**config.mk**
```make
export PLATFORM = sky130hd
export DESIGN_NAME = serial_sorter_flat
export DESIGN_NICKNAME = d
export VERILOG_FILES = /design/src/rtl/serial_sorter_if.sv /design/src/rtl/serial_sorter.sv /design/src/flat_wrapper.sv
export SDC_FILE = /design/constraint.sdc
export NUM_CORES = 1
export LEC_CHECK = 0
export ABC_AREA = 1
export CORE_MARGIN = 2
export CORE_UTILIZATION = 60
export DETAILED_ROUTE_END_ITERATION = 7
export GPL_TIMING_DRIVEN = 0
export HOLD_SLACK_MARGIN = 0.02
export PLACE_DENSITY = 0.77
export SLEW_MARGIN = 20
export SYNTH_ARGS = -nofsm -noshare
export SYNTH_HDL_FRONTEND = slang
export SYNTH_SLANG_ARGS = --single-unit
```
**constraint.sdc**
```tcl
create_clock -name clk -period 4 [get_ports clk]
set_input_delay 0.8 -clock clk [delete_from_list [all_inputs] [get_ports clk]]
set_output_delay 0.8 -clock clk [all_outputs]
set_load 0.03 [all_outputs]
```
**src/rtl/serial_sorter_if.sv**
```systemverilog
// Valid/ready stream bundle for serial_sorter: one input stream and one
// sorted output stream with an end-of-frame marker.
interface serial_sorter_if #(
    parameter int DW = 7
);
    logic          in_valid;
    logic          in_ready;
    logic [DW-1:0] in_data;
    logic          out_valid;
    logic          out_ready;
    logic [DW-1:0] out_data;
    logic          out_last;

    modport master (
        output in_valid, in_data, out_ready,
        input  in_ready, out_valid, out_data, out_last
    );

    modport slave (
        input  in_valid, in_data, out_ready,
        output in_ready, out_valid, out_data, out_last
    );
endinterface

```
**src/rtl/serial_sorter.sv**
```systemverilog
// Streaming frame sorter: loads N words, runs N odd-even transposition passes
// in place, then drains the frame smallest-first with an end-of-frame flag.
module serial_sorter #(
    parameter int N  = 8,
    parameter int DW = 7
) (
    input  logic           clk,
    input  logic           rst_n,
    serial_sorter_if.slave stream,
    output logic           busy
);
    localparam int              CW        = $clog2(N + 1);
    localparam int              IW        = (N > 1) ? $clog2(N) : 1;
    localparam logic [CW-1:0]   LAST_IDX  = CW'(N - 1);
    localparam logic [CW-1:0]   SORT_DONE = CW'(N);

    typedef enum logic [1:0] {
        LOAD,
        SORT,
        UNLOAD
    } state_e;

    state_e        state_q, state_d;
    logic [CW-1:0] cnt_q, cnt_d;
    logic [DW-1:0] mem_q  [N];
    logic [DW-1:0] mem_d  [N];
    logic [DW-1:0] pass_d [N];
    logic [IW-1:0] idx;

    assign idx = cnt_q[IW-1:0];

    // One transposition pass; pairs never overlap, so every compare reads mem_q.
    always_comb begin
        pass_d = mem_q;
        for (int j = 0; j < N - 1; j++) begin
            if (((j % 2) == 1) == cnt_q[0] && mem_q[j] > mem_q[j+1]) begin
                pass_d[j]   = mem_q[j+1];
                pass_d[j+1] = mem_q[j];
            end
        end
    end

    // NOTE: every variable gets its hold value first, so no path leaves one unassigned and no latch is inferred.
    always_comb begin
        state_d = state_q;
        cnt_d   = cnt_q;
        mem_d   = mem_q;
        unique case (state_q)
            LOAD: begin
                if (stream.in_valid) begin
                    mem_d[idx] = stream.in_data;
                    if (cnt_q == LAST_IDX) begin
                        cnt_d   = '0;
                        state_d = SORT;
                    end else begin
                        cnt_d = cnt_q + 1'b1;
                    end
                end
            end
            // cnt reaching N is an idle turn that lines up the output latency.
            SORT: begin
                if (cnt_q == SORT_DONE) begin
                    cnt_d   = '0;
                    state_d = UNLOAD;
                end else begin
                    mem_d = pass_d;
                    cnt_d = cnt_q + 1'b1;
                end
            end
            UNLOAD: begin
                if (stream.out_ready) begin
                    if (cnt_q == LAST_IDX) begin
                        cnt_d   = '0;
                        state_d = LOAD;
                    end else begin
                        cnt_d = cnt_q + 1'b1;
                    end
                end
            end
            default: state_d = LOAD;
        endcase
    end

    // NOTE: the frame buffer is reset along with the control so a cleared block presents all-zero storage.
    always_ff @(posedge clk or negedge rst_n) begin
        if (!rst_n) begin
            state_q <= LOAD;
            cnt_q   <= '0;
            mem_q   <= '{default: '0};
        end else begin
            // NOTE: non-blocking updates keep every register sampling pre-edge values.
            state_q <= state_d;
            cnt_q   <= cnt_d;
            mem_q   <= mem_d;
        end
    end

    assign stream.in_ready  = (state_q == LOAD);
    assign stream.out_valid = (state_q == UNLOAD);
    assign stream.out_data  = (state_q == UNLOAD) ? mem_q[idx] : '0;
    assign stream.out_last  = (state_q == UNLOAD) && (cnt_q == LAST_IDX);
    assign busy             = (state_q != LOAD);

endmodule

```
**src/flat_wrapper.sv**
```systemverilog
// flat-port wrapper written by rule: the top's interface ports become plain ports
module serial_sorter_flat 
#(
    parameter int N  = 8,
    parameter int DW = 7
)
  (clk, rst_n, busy, stream_in_valid, stream_in_data, stream_out_ready, stream_in_ready, stream_out_valid, stream_out_data, stream_out_last);
  serial_sorter_if #(.DW(DW)) stream_i ();
  input  logic clk;
  input  logic rst_n;
  output logic busy;
  input wire logic [$bits(stream_i.in_valid)-1:0] stream_in_valid;
  input wire logic [$bits(stream_i.in_data)-1:0] stream_in_data;
  input wire logic [$bits(stream_i.out_ready)-1:0] stream_out_ready;
  output wire logic [$bits(stream_i.in_ready)-1:0] stream_in_ready;
  output wire logic [$bits(stream_i.out_valid)-1:0] stream_out_valid;
  output wire logic [$bits(stream_i.out_data)-1:0] stream_out_data;
  output wire logic [$bits(stream_i.out_last)-1:0] stream_out_last;
  assign stream_i.in_valid = stream_in_valid;
  assign stream_i.in_data = stream_in_data;
  assign stream_i.out_ready = stream_out_ready;
  assign stream_in_ready = stream_i.in_ready;
  assign stream_out_valid = stream_i.out_valid;
  assign stream_out_data = stream_i.out_data;
  assign stream_out_last = stream_i.out_last;
  serial_sorter #(.N(N), .DW(DW)) u_core (.clk(clk), .rst_n(rst_n), .stream(stream_i), .busy(busy));
endmodule
```
==> results of run 1 <==
[synthesized netlist by cell type (3+ instances only)]
library cell and number:
nand2_2 5, nand3b_1 8, nand2_1 404, dfrtp_1 62
nor2_1 45, a22oi_1 7, nor2_2 5, a21oi_1 23
o21ai_1 7, nand4_1 36, inv_2 10, clkbuf_1 11
ha_1 51, o21ai_0 42, buf_2 12, o22ai_1 5
inv_1 122, clkinv_1 3, nand3_1 74
[stage by stage]
| step | worst slack (ns) | std cells | cell area, sq um | utilization | hold slack [ns] |
|---|---|---|---|---|---|
| floorplan | 1.47 | 959 | 5870 | - | 0.459 |
| global placement | 0.0856 | 1113 | 6240 | 0.648 | 0.474 |
| detailed placement | 0.754 | 1114 | 6260 | 0.650 | 0.485 |
| CTS | 0.351 | 1130 | 6490 | 0.674 | 0.372 |
| global route | 0.157 | 1130 | 6490 | 0.674 | 0.389 |
| finish | 0.286 | 1130 | 6490 | 0.674 | 0.366 |
[flip-flops by register name, summed over array words and instances, names as in the netlist]
register / count
u_core.state_q: 2
u_core.mem_q: 56
u_core.cnt_q: 4
[placed cells by master, fill, tap and decap left out, types with 3 or more instances in the layout]
cell,netlist,layout
dfrtp_1,62,62
o22ai_1,5,5
nand2_2,5,5
nand4_1,36,36
nand3_1,74,74
clkdlybuf4s50_1,0,20
ha_1,51,51
clkbuf_8,0,11
clkbuf_1,11,11
inv_2,10,10
buf_4,2,3
o21ai_1,7,7
buf_2,12,12
nand3b_1,8,8
o21ai_0,42,42
a21oi_1,23,23
nor2_2,5,5
a22oi_1,7,7
clkinv_1,3,3
nor2_1,45,45
nand2_1,404,404
inv_1,122,122
[worst register-to-register path, stage by stage, from the launching register on]
cell      delay [ns]
dfrtp_1         0.40
buf_4           0.19
inv_2           0.20
buf_1           0.45
ha_1            0.25
nand2_1         0.06
nor2_1          0.13
nand2_1         0.14
nand2_2         0.11
nor2_4          0.08
o21ai_1         0.14
o21bai_1        0.29
nand2_1         0.11
nand2_1         0.10
[per-layer routing]
layer	vias up	track usage	part of all wire
li1	3136	-	-
met1	2842	0.538	0.43
met2	354	0.563	0.42
met3	67	0.0705	0.10
met4	0	0.175	0.041
met5	-	0	0
[layout make-up]
class / count / area share
well taps: 133 / 0.0256
clock inverters: 5 / 0.0125
repair buffers: 22 / 0.0351
multi-input cells: 734 / 0.566
plain buffers: 28 / 0.0208
inverters: 135 / 0.0780
flip-flops and latches: 62 / 0.239
clock buffers: 11 / 0.0233
[how the worst max path moves through the flow]
stage                     cells past startpoint  slack (ns)                            to                   startpoint
after global placement                        1        0.09  u_core.mem_q[31]$_DFFE_PN0P_                        rst_n
after detailed placement                     10        0.75            stream_out_data[6]  u_core.cnt_q[0]$_DFFE_PN0P_
after global routing                         10        0.16            stream_out_data[4]  u_core.cnt_q[0]$_DFFE_PN0P_
after floorplan                               9        1.47            stream_out_data[4]  u_core.cnt_q[0]$_DFFE_PN0P_
after CTS                                    10        0.35            stream_out_data[6]  u_core.cnt_q[0]$_DFFE_PN0P_
final                                        10        0.29            stream_out_data[4]  u_core.cnt_q[0]$_DFFE_PN0P_
[cell families (layout without fill, tap and decap cells)]
kind of cell / after synthesis / after routing / synth area share
flip-flops: 62 / 62 / 0.264
AO/OA/AOI/OAI: 98 / 98 / 0.0962
AND/OR/NAND/NOR: 585 / 585 / 0.421
buffers and inverters: 163 / 201 / 0.109
adder cells (fa/ha/maj): 51 / 51 / 0.109
==> flow_summary.json, run 1 <==
{
  "cts_sinks": 62,
  "dr.pass1.iters": 6,
  "grt_setup_unrepaired": "false",
  "crit_arrival_ns": 2.91,
  "multi_input_area_sq_mm": 0.00367,
  "die_area_sq_mm": 0.0106,
  "crit_chain": "buf_4 > inv_2 > buf_1 > nand2_1 > inv_1 > o21ai_0 > o21ai_0 > nor2_1 > a31oi_1 > clkdlybuf4s50_1",
  "min_period_over_period": 0.928,
  "overflow": 0,
  "drc": 0,
  "detail_route.vias_per_cell": 5.66,
  "crit_buf_inv": 5,
  "ant_nets": 0,
  "drt_wl_total_microns": 18900,
  "fin_crit_ns": 3.71,
  "synthToLayoutAreaGrowth_pct": 10.7,
  "cts_setup_buffers": 0,
  "port_buffers": 21,
  "drt_iter0_drc": 641,
  "core_sq_mm": 0.00964,
  "critPathMostFrequentCell": "o21ai_0",
  "fin_skew_ns": 0.00838,
  "antenna_found_initial": 0,
  "netlist-cell-type-count": 39,
  "slowest_delay_ns": 0.73,
  "reg2reg_setup_slack_ns": 1.27,
  "dp.final_hpwl_microns": 14000,
  "fin_nets": 1054,
  "h-tree-depth": 3,
  "maxCapViolations": 0,
  "seq_area_sq_mm": 0.00155,
  "netlist_area_sq_mm": 0.00587,
  "ys.flop_type": "dfrtp_1",
  "slew_headroom": 0.652,
  "setup_viol_count_final": 0,
  "drive_gt1_frac": 0.0612,
  "die_y_microns": 103,
  "io_pins": 22,
  "synth_top_area_cell": "dfrtp_1",
  "wl_per_cell_microns": 16.7,
  "path_delay_family": "buffers and inverters",
  "rr_worst_depth": 13,
  "worst-path-max-fanout": 10,
  "fin_tns_setup_ns": 0,
  "holdCritPathClass": "input pin to asynchronous set/reset pin",
  "yosysWarnings": 0,
  "clock_latency_ns": 0.36,
  "gp_congestion": 1.02,
  "status": "completed",
  "clk_pin_slew_worst_paths_ns": 0.08,
  "grt_max_degree": 35,
  "clk_path_buf_depth": 2,
  "grt_pass1_wl_microns": 30000,
  "root_buffer": "clkbuf_8",
  "critPathLaunchType": "flop",
  "timing.rr.end": "u_core.mem_q[47]$_DFFE_PN0P_",
  "synthesis.area_per_instance_sq_um": 6.12,
  "vias": 6399,
  "crit_slowest_cell": "clkdlybuf4s50_1",
  "num_rows": 36,
  "die_x_microns": 103,
  "crit_type": "flop to primary output",
  "grt.total_usage": 0.380,
  "cts_tree": "built",
  "cp-end-kind": "primary output",
  "timing.fmax_ghz": 0.269,
  "synth_enable_flop_cells": 0,
  "synthArstFlopShare": 1.00,
  "num-fill-cells": 934,
  "ctsResizeCount": 0,
  "grt_pass1_vias": 5861,
  "hold_violations": 0,
  "netlist_instances": 959,
  "diodes": 0,
  "slew_viol_final": 0,
  "initial_core_util": 0.609,
  "tightest_slew_ns": 0.522,
  "ctsHoldBuffers": 0,
  "synth_area_leaders": "dfrtp_1, nand2_1, ha_1",
  "rr_startpoint": "u_core.cnt_q[0]$_DFFE_PN0P_",
  "numCtsBuffers": 9,
  "ys_seq_elements": 62,
  "yosysSeqAreaShare": 0.264,
  "cp.required_ns": 3.20,
  "syn_nets": 1021,
  "netlist.area_leader.share": 0.264
}
Power of run 1 is left out: the tool's default activity adds up to more than one toggle a clock period on the data nets, which glitch-free logic cannot reach.
==> run 2: changes to the inputs <==
--- a/config.mk
+++ b/config.mk
@@ -6,7 +6,7 @@
 export NUM_CORES = 1
 export LEC_CHECK = 0
 export ABC_AREA = 1
-export CORE_MARGIN = 2
+export CAP_MARGIN = 20
 export CORE_UTILIZATION = 60
 export DETAILED_ROUTE_END_ITERATION = 7
 export GPL_TIMING_DRIVEN = 0
==> run 2 against run 1 <==
Against the previous run:
- count of clock-buffer cells in the layout shrank 1
- non-clock buffer count is the same
- fmax shrank 2.3%
- register-to-register slack gained 0.12 ns
- hold slack lost 0.0063 ns
- critical path depth is the same
- routed wire length grew 6.1%
- cell area shrank 1.2%
- core utilization grew 1.1 points
- critical path type unchanged
- critical endpoint unchanged
- largest cell class unchanged
==> flow_summary.json, run 2 (synthesized netlist as in run 1, its figures left out) <==
{
  "status": "completed",
  "wl_per_cell_microns": 17.9,
  "antenna_found_initial": 0,
  "grt_max_degree": 34,
  "grt_pass1_wl_microns": 31300,
  "min_period_over_period": 0.951,
  "cts_sinks": 62,
  "dr.pass1.iters": 5,
  "multi_input_area_sq_mm": 0.00367,
  "gp_congestion": 1.02,
  "clock_latency_ns": 0.36,
  "port_buffers": 21,
  "dp.final_hpwl_microns": 14900,
  "hold_violations": 0,
  "cp.required_ns": 3.20,
  "slew_headroom": 0.608,
  "fin_tns_setup_ns": 0,
  "final_common_cell": "nand2_1",
  "die_x_microns": 101,
  "drt_iter0_drc": 652,
  "slowest_delay_ns": 0.73,
  "ctsHoldBuffers": 0,
  "fin_nets": 1054,
  "num_rows": 35,
  "cts_setup_buffers": 0,
  "vias": 6558,
  "clk_path_buf_depth": 2,
  "crit_chain": "buf_4 > inv_2 > buf_1 > nand2_1 > inv_1 > o21ai_0 > o21ai_0 > nor2_1 > a31oi_1 > clkdlybuf4s50_1",
  "initial_core_util": 0.626,
  "critPathLaunchType": "flop",
  "timing.fmax_ghz": 0.263,
  "grt_setup_unrepaired": "false",
  "fin_crit_ns": 3.80,
  "largest_register_ffs": 56,
  "top_regs": "u_core.mem_q: 56 flops, u_core.cnt_q: 4 flops, u_core.state_q: 2 flops",
  "clk_pin_slew_worst_paths_ns": 0.08,
  "num-fill-cells": 893,
  "largest_register": "u_core.mem_q",
  "ctsResizeCount": 0,
  "maxCapViolations": 0,
  "critPathMostFrequentCell": "o21ai_0",
  "final_cell_mix": "nand2_1, inv_1, nand3_1",
  "overflow": 0,
  "crit_slowest_cell": "clkdlybuf4s50_1",
  "setup_viol_count_final": 0,
  "slew_viol_final": 0,
  "seq_area_sq_mm": 0.00155,
  "crit_type": "flop to primary output",
  "die_y_microns": 101,
  "core_sq_mm": 0.00937,
  "drc": 0,
  "drive_gt1_frac": 0.0593,
  "grt.total_usage": 0.411,
  "utilization": 0.685,
  "cp-end-kind": "primary output",
  "diodes": 0,
  "die_area_sq_mm": 0.0102,
  "worst-path-max-fanout": 10,
  "h-tree-depth": 3,
  "cts_tree": "built",
  "tightest_slew_ns": 0.588,
  "io_pins": 22,
  "numCtsBuffers": 9,
  "crit_arrival_ns": 3.00,
  "grt_pass1_vias": 6212,
  "fin_skew_ns": 0.0198,
  "root_buffer": "clkbuf_8",
  "holdCritPathClass": "input pin to asynchronous set/reset pin",
  "drt_wl_total_microns": 20100,
  "synthToLayoutAreaGrowth_pct": 9.40,
  "detail_route.vias_per_cell": 5.83,
  "ant_nets": 0
}
[run 2: changes by cell type in the layout (fill, tap and decap cells not counted), sizes merged]
cell      change
bufinv        -2
clkbuf        -1
clkinvlp      +1
[run 2: critical path: cells and delay by family (launching register included)]
family / cells / cell delay (ns)
AOI/OAI and AO/OA: 3 / 0.46
buffers and inverters: 5 / 1.63
DFF: 1 / 0.39
and+or+nand+nor: 2 / 0.18
[run 2: metal layers]
metal / global-route usage / up-vias / share of wire
met4: 0.210 / 0 / 0.045
met2: 0.636 / 403 / 0.42
met3: 0.0832 / 68 / 0.12
met5: 0 / - / 0
met1: 0.542 / 2950 / 0.41
li1: - / 3137 / -
[run 2: final timing paths]
kind                                              startpoint                            end  slack (ns)  cells after the start
worst max-delay path             u_core.cnt_q[0]$_DFFE_PN0P_             stream_out_data[4]        0.20                     10
worst min-delay path                                   rst_n   u_core.mem_q[20]$_DFFE_PN0P_        0.36                      1
worst max register to register   u_core.cnt_q[0]$_DFFE_PN0P_   u_core.mem_q[31]$_DFFE_PN0P_        1.39                     15
worst min register to register  u_core.mem_q[49]$_DFFE_PN0P_   u_core.mem_q[49]$_DFFE_PN0P_        0.50                      2
max in group asynchronous                              rst_n  u_core.state_q[0]$_DFFE_PN0P_        3.08                      2
min in group clk                u_core.mem_q[49]$_DFFE_PN0P_   u_core.mem_q[49]$_DFFE_PN0P_        0.50                      2
[run 2: through the flow]
step / instance area [sq um] / hold slack, ns / setup WS, ns / instances
final: 6420 / 0.359 / 0.198 / 1124
after global routing: 6420 / 0.387 / 0.113 / 1124
after CTS: 6420 / 0.375 / 0.279 / 1124
after detailed placement: 6260 / 0.480 / 0.662 / 1110
after global placement: 6240 / 0.477 / 0.100 / 1109
after floorplan: 5870 / 0.459 / 1.47 / 959
[run 2: cell type report]
cell class | count | area share
well taps | 129 | 0.0251
repair buffers | 22 | 0.0355
plain buffers | 28 | 0.0210
flip-flops and latches | 62 | 0.242
clock buffers | 10 | 0.0214
inverters | 135 | 0.0789
clock inverters | 4 | 0.00390
multi-input cells | 734 | 0.572
Power of run 2 is left out for the same reason.
==> run 3: changes to the inputs <==
--- a/config.mk
+++ b/config.mk
@@ -7,11 +7,13 @@
 export LEC_CHECK = 0
 export ABC_AREA = 1
 export CAP_MARGIN = 20
-export CORE_UTILIZATION = 60
+export CELL_PAD_IN_SITES_DETAIL_PLACEMENT = 0
+export CELL_PAD_IN_SITES_GLOBAL_PLACEMENT = 1
+export CORE_UTILIZATION = 30
 export DETAILED_ROUTE_END_ITERATION = 7
 export GPL_TIMING_DRIVEN = 0
 export HOLD_SLACK_MARGIN = 0.02
-export PLACE_DENSITY = 0.77
+export PLACE_DENSITY = 0.57
 export SLEW_MARGIN = 20
 export SYNTH_ARGS = -nofsm -noshare
 export SYNTH_HDL_FRONTEND = slang
==> run 3 against run 2 <==
Against the previous run:
- cell count up 12%
- routed wire length increased by 18%
- count of clock-buffer cells in the layout rose by 1
- global-route usage shrank 17 points
- fmax is 0.84% higher
- non-clock buffer count unchanged
- cell area grew 5.0%
==> flow_summary.json, run 3 (synthesized netlist as in run 1, its figures left out) <==
{
  "status": "completed",
  "clk_pin_slew_worst_paths_ns": 0.06,
  "largest_register": "u_core.mem_q",
  "grt_setup_unrepaired": "false",
  "die_y_microns": 142,
  "crit_slowest_cell": "clkdlybuf4s50_1",
  "dp.final_hpwl_microns": 17800,
  "clk_path_buf_depth": 2,
  "io_pins": 22,
  "initial_core_util": 0.310,
  "grt_pass1_wl_microns": 35600,
  "cp.required_ns": 3.20,
  "crit_buf_inv": 5,
  "slew_headroom": 0.604,
  "root_buffer": "clkbuf_16",
  "vias": 6116,
  "cts_sinks": 62,
  "fin_crit_ns": 3.77,
  "crit_arrival_ns": 2.97,
  "die_area_sq_mm": 0.0201,
  "fin_skew_ns": 0.00728,
  "ant_nets": 0,
  "worst-path-max-fanout": 10,
  "detail_route.vias_per_cell": 4.87,
  "holdCritPathClass": "input pin to asynchronous set/reset pin",
  "dr_wl_met2_microns": 10100,
  "min_period_over_period": 0.943,
  "setup_slack_ns": 0.229,
  "dp.cells": 1241,
  "cts_tree": "built",
  "crit_type": "flop to primary output",
  "setup_viol_count_final": 0,
  "met1_length_microns": 12000,
  "ctsResizeCount": 0,
  "crit_chain": "buf_4 > inv_2 > buf_1 > nand2_1 > inv_1 > o21ai_0 > o21ai_0 > nor2_1 > a31oi_1 > clkdlybuf4s50_1",
  "highest_layer": "met4",
  "drive_gt1_frac": 0.0602,
  "die_x_microns": 142,
  "h-tree-depth": 3,
  "critPathMostFrequentCell": "o21ai_0",
  "grt_max_degree": 35,
  "hold_violations": 0,
  "slew_viol_final": 0,
  "overflow": 0,
  "drc": 0,
  "final_common_cell": "nand2_1",
  "timing.fmax_ghz": 0.265,
  "instances_no_fill": 1256,
  "clock_latency_ns": 0.35,
  "met3_wirelength_microns": 1140,
  "critPathLaunchType": "flop",
  "tightest_slew_ns": 0.593,
  "grt_pass1_vias": 5785,
  "dr.pass1.iters": 6,
  "drt_iter0_drc": 493,
  "final_cell_mix": "nand2_1, inv_1, nand3_1",
  "path_delay_family": "buffers and inverters",
  "gp_congestion": 0.856,
  "drt_wl_total_microns": 23600,
  "top_regs": "u_core.mem_q: 56 flops, u_core.cnt_q: 4 flops, u_core.state_q: 2 flops",
  "largest_register_ffs": 56,
  "slowest_delay_ns": 0.74,
  "wl_per_cell_microns": 18.8,
  "fin_nets": 1054,
  "cts_setup_buffers": 0,
  "fin_tns_setup_ns": 0,
  "num_rows": 50,
  "grt.total_usage": 0.245,
  "cp-end-kind": "primary output",
  "core_sq_mm": 0.0190,
  "numCtsBuffers": 9,
  "port_buffers": 21,
  "maxCapViolations": 0,
  "ctsHoldBuffers": 0,
  "synthToLayoutAreaGrowth_pct": 14.9,
  "diodes": 0,
  "place_ws_ns": 0.609,
  "antenna_found_initial": 0
}
-- run 3: cell types whose count changed in the layout (fill, tap and decap cells not counted), sizes merged --
| cell | previous run | this run |
|---|---|---|
| clkbuf | 21 | 22 |
| clkinvlp | 2 | 0 |
| bufinv | 0 | 2 |
-- run 3: worst paths after layout --
kind / startpoint / end / slack, ns / cells after the start
worst max register to register: u_core.cnt_q[0]$_DFFE_PN0P_ / u_core.mem_q[45]$_DFFE_PN0P_ / 1.23 / 13
worst max-delay path: u_core.cnt_q[0]$_DFFE_PN0P_ / stream_out_data[4] / 0.23 / 10
min in group clk: u_core.mem_q[49]$_DFFE_PN0P_ / u_core.mem_q[49]$_DFFE_PN0P_ / 0.50 / 2
worst min-delay path: rst_n / u_core.state_q[1]$_DFFE_PN0P_ / 0.39 / 1
max in group asynchronous: rst_n / u_core.mem_q[55]$_DFFE_PN0P_ / 3.05 / 2
worst min register to register: u_core.mem_q[49]$_DFFE_PN0P_ / u_core.mem_q[49]$_DFFE_PN0P_ / 0.50 / 2
-- run 3: stage by stage --
| step | hold WS [ns] | area [sq um] | utilization |
|---|---|---|---|
| floorplan | 0.459 | 5870 | - |
| global placement | 0.472 | 6400 | 0.338 |
| detailed placement | 0.493 | 6420 | 0.339 |
| CTS | 0.405 | 6740 | 0.356 |
| global route | 0.427 | 6740 | 0.356 |
| finish | 0.391 | 6740 | 0.356 |
-- run 3: final cells by class --
class | count | area [sq um]
plain buffers | 28 | 135
clock buffers | 11 | 253
well taps | 260 | 325
repair buffers | 22 | 228
clock inverters | 4 | 70.1
flip-flops and latches | 62 | 1550
inverters | 135 | 507
multi-input cells | 734 | 3670
fillers | 2182 | 12200
-- run 3: per-layer routing --
metal	vias up	global-route usage
met5	-	0
met4	0	0.0583
met3	22	0.0432
met2	148	0.374
met1	2797	0.356
li1	3149	-
Power of run 3 is left out for the same reason.
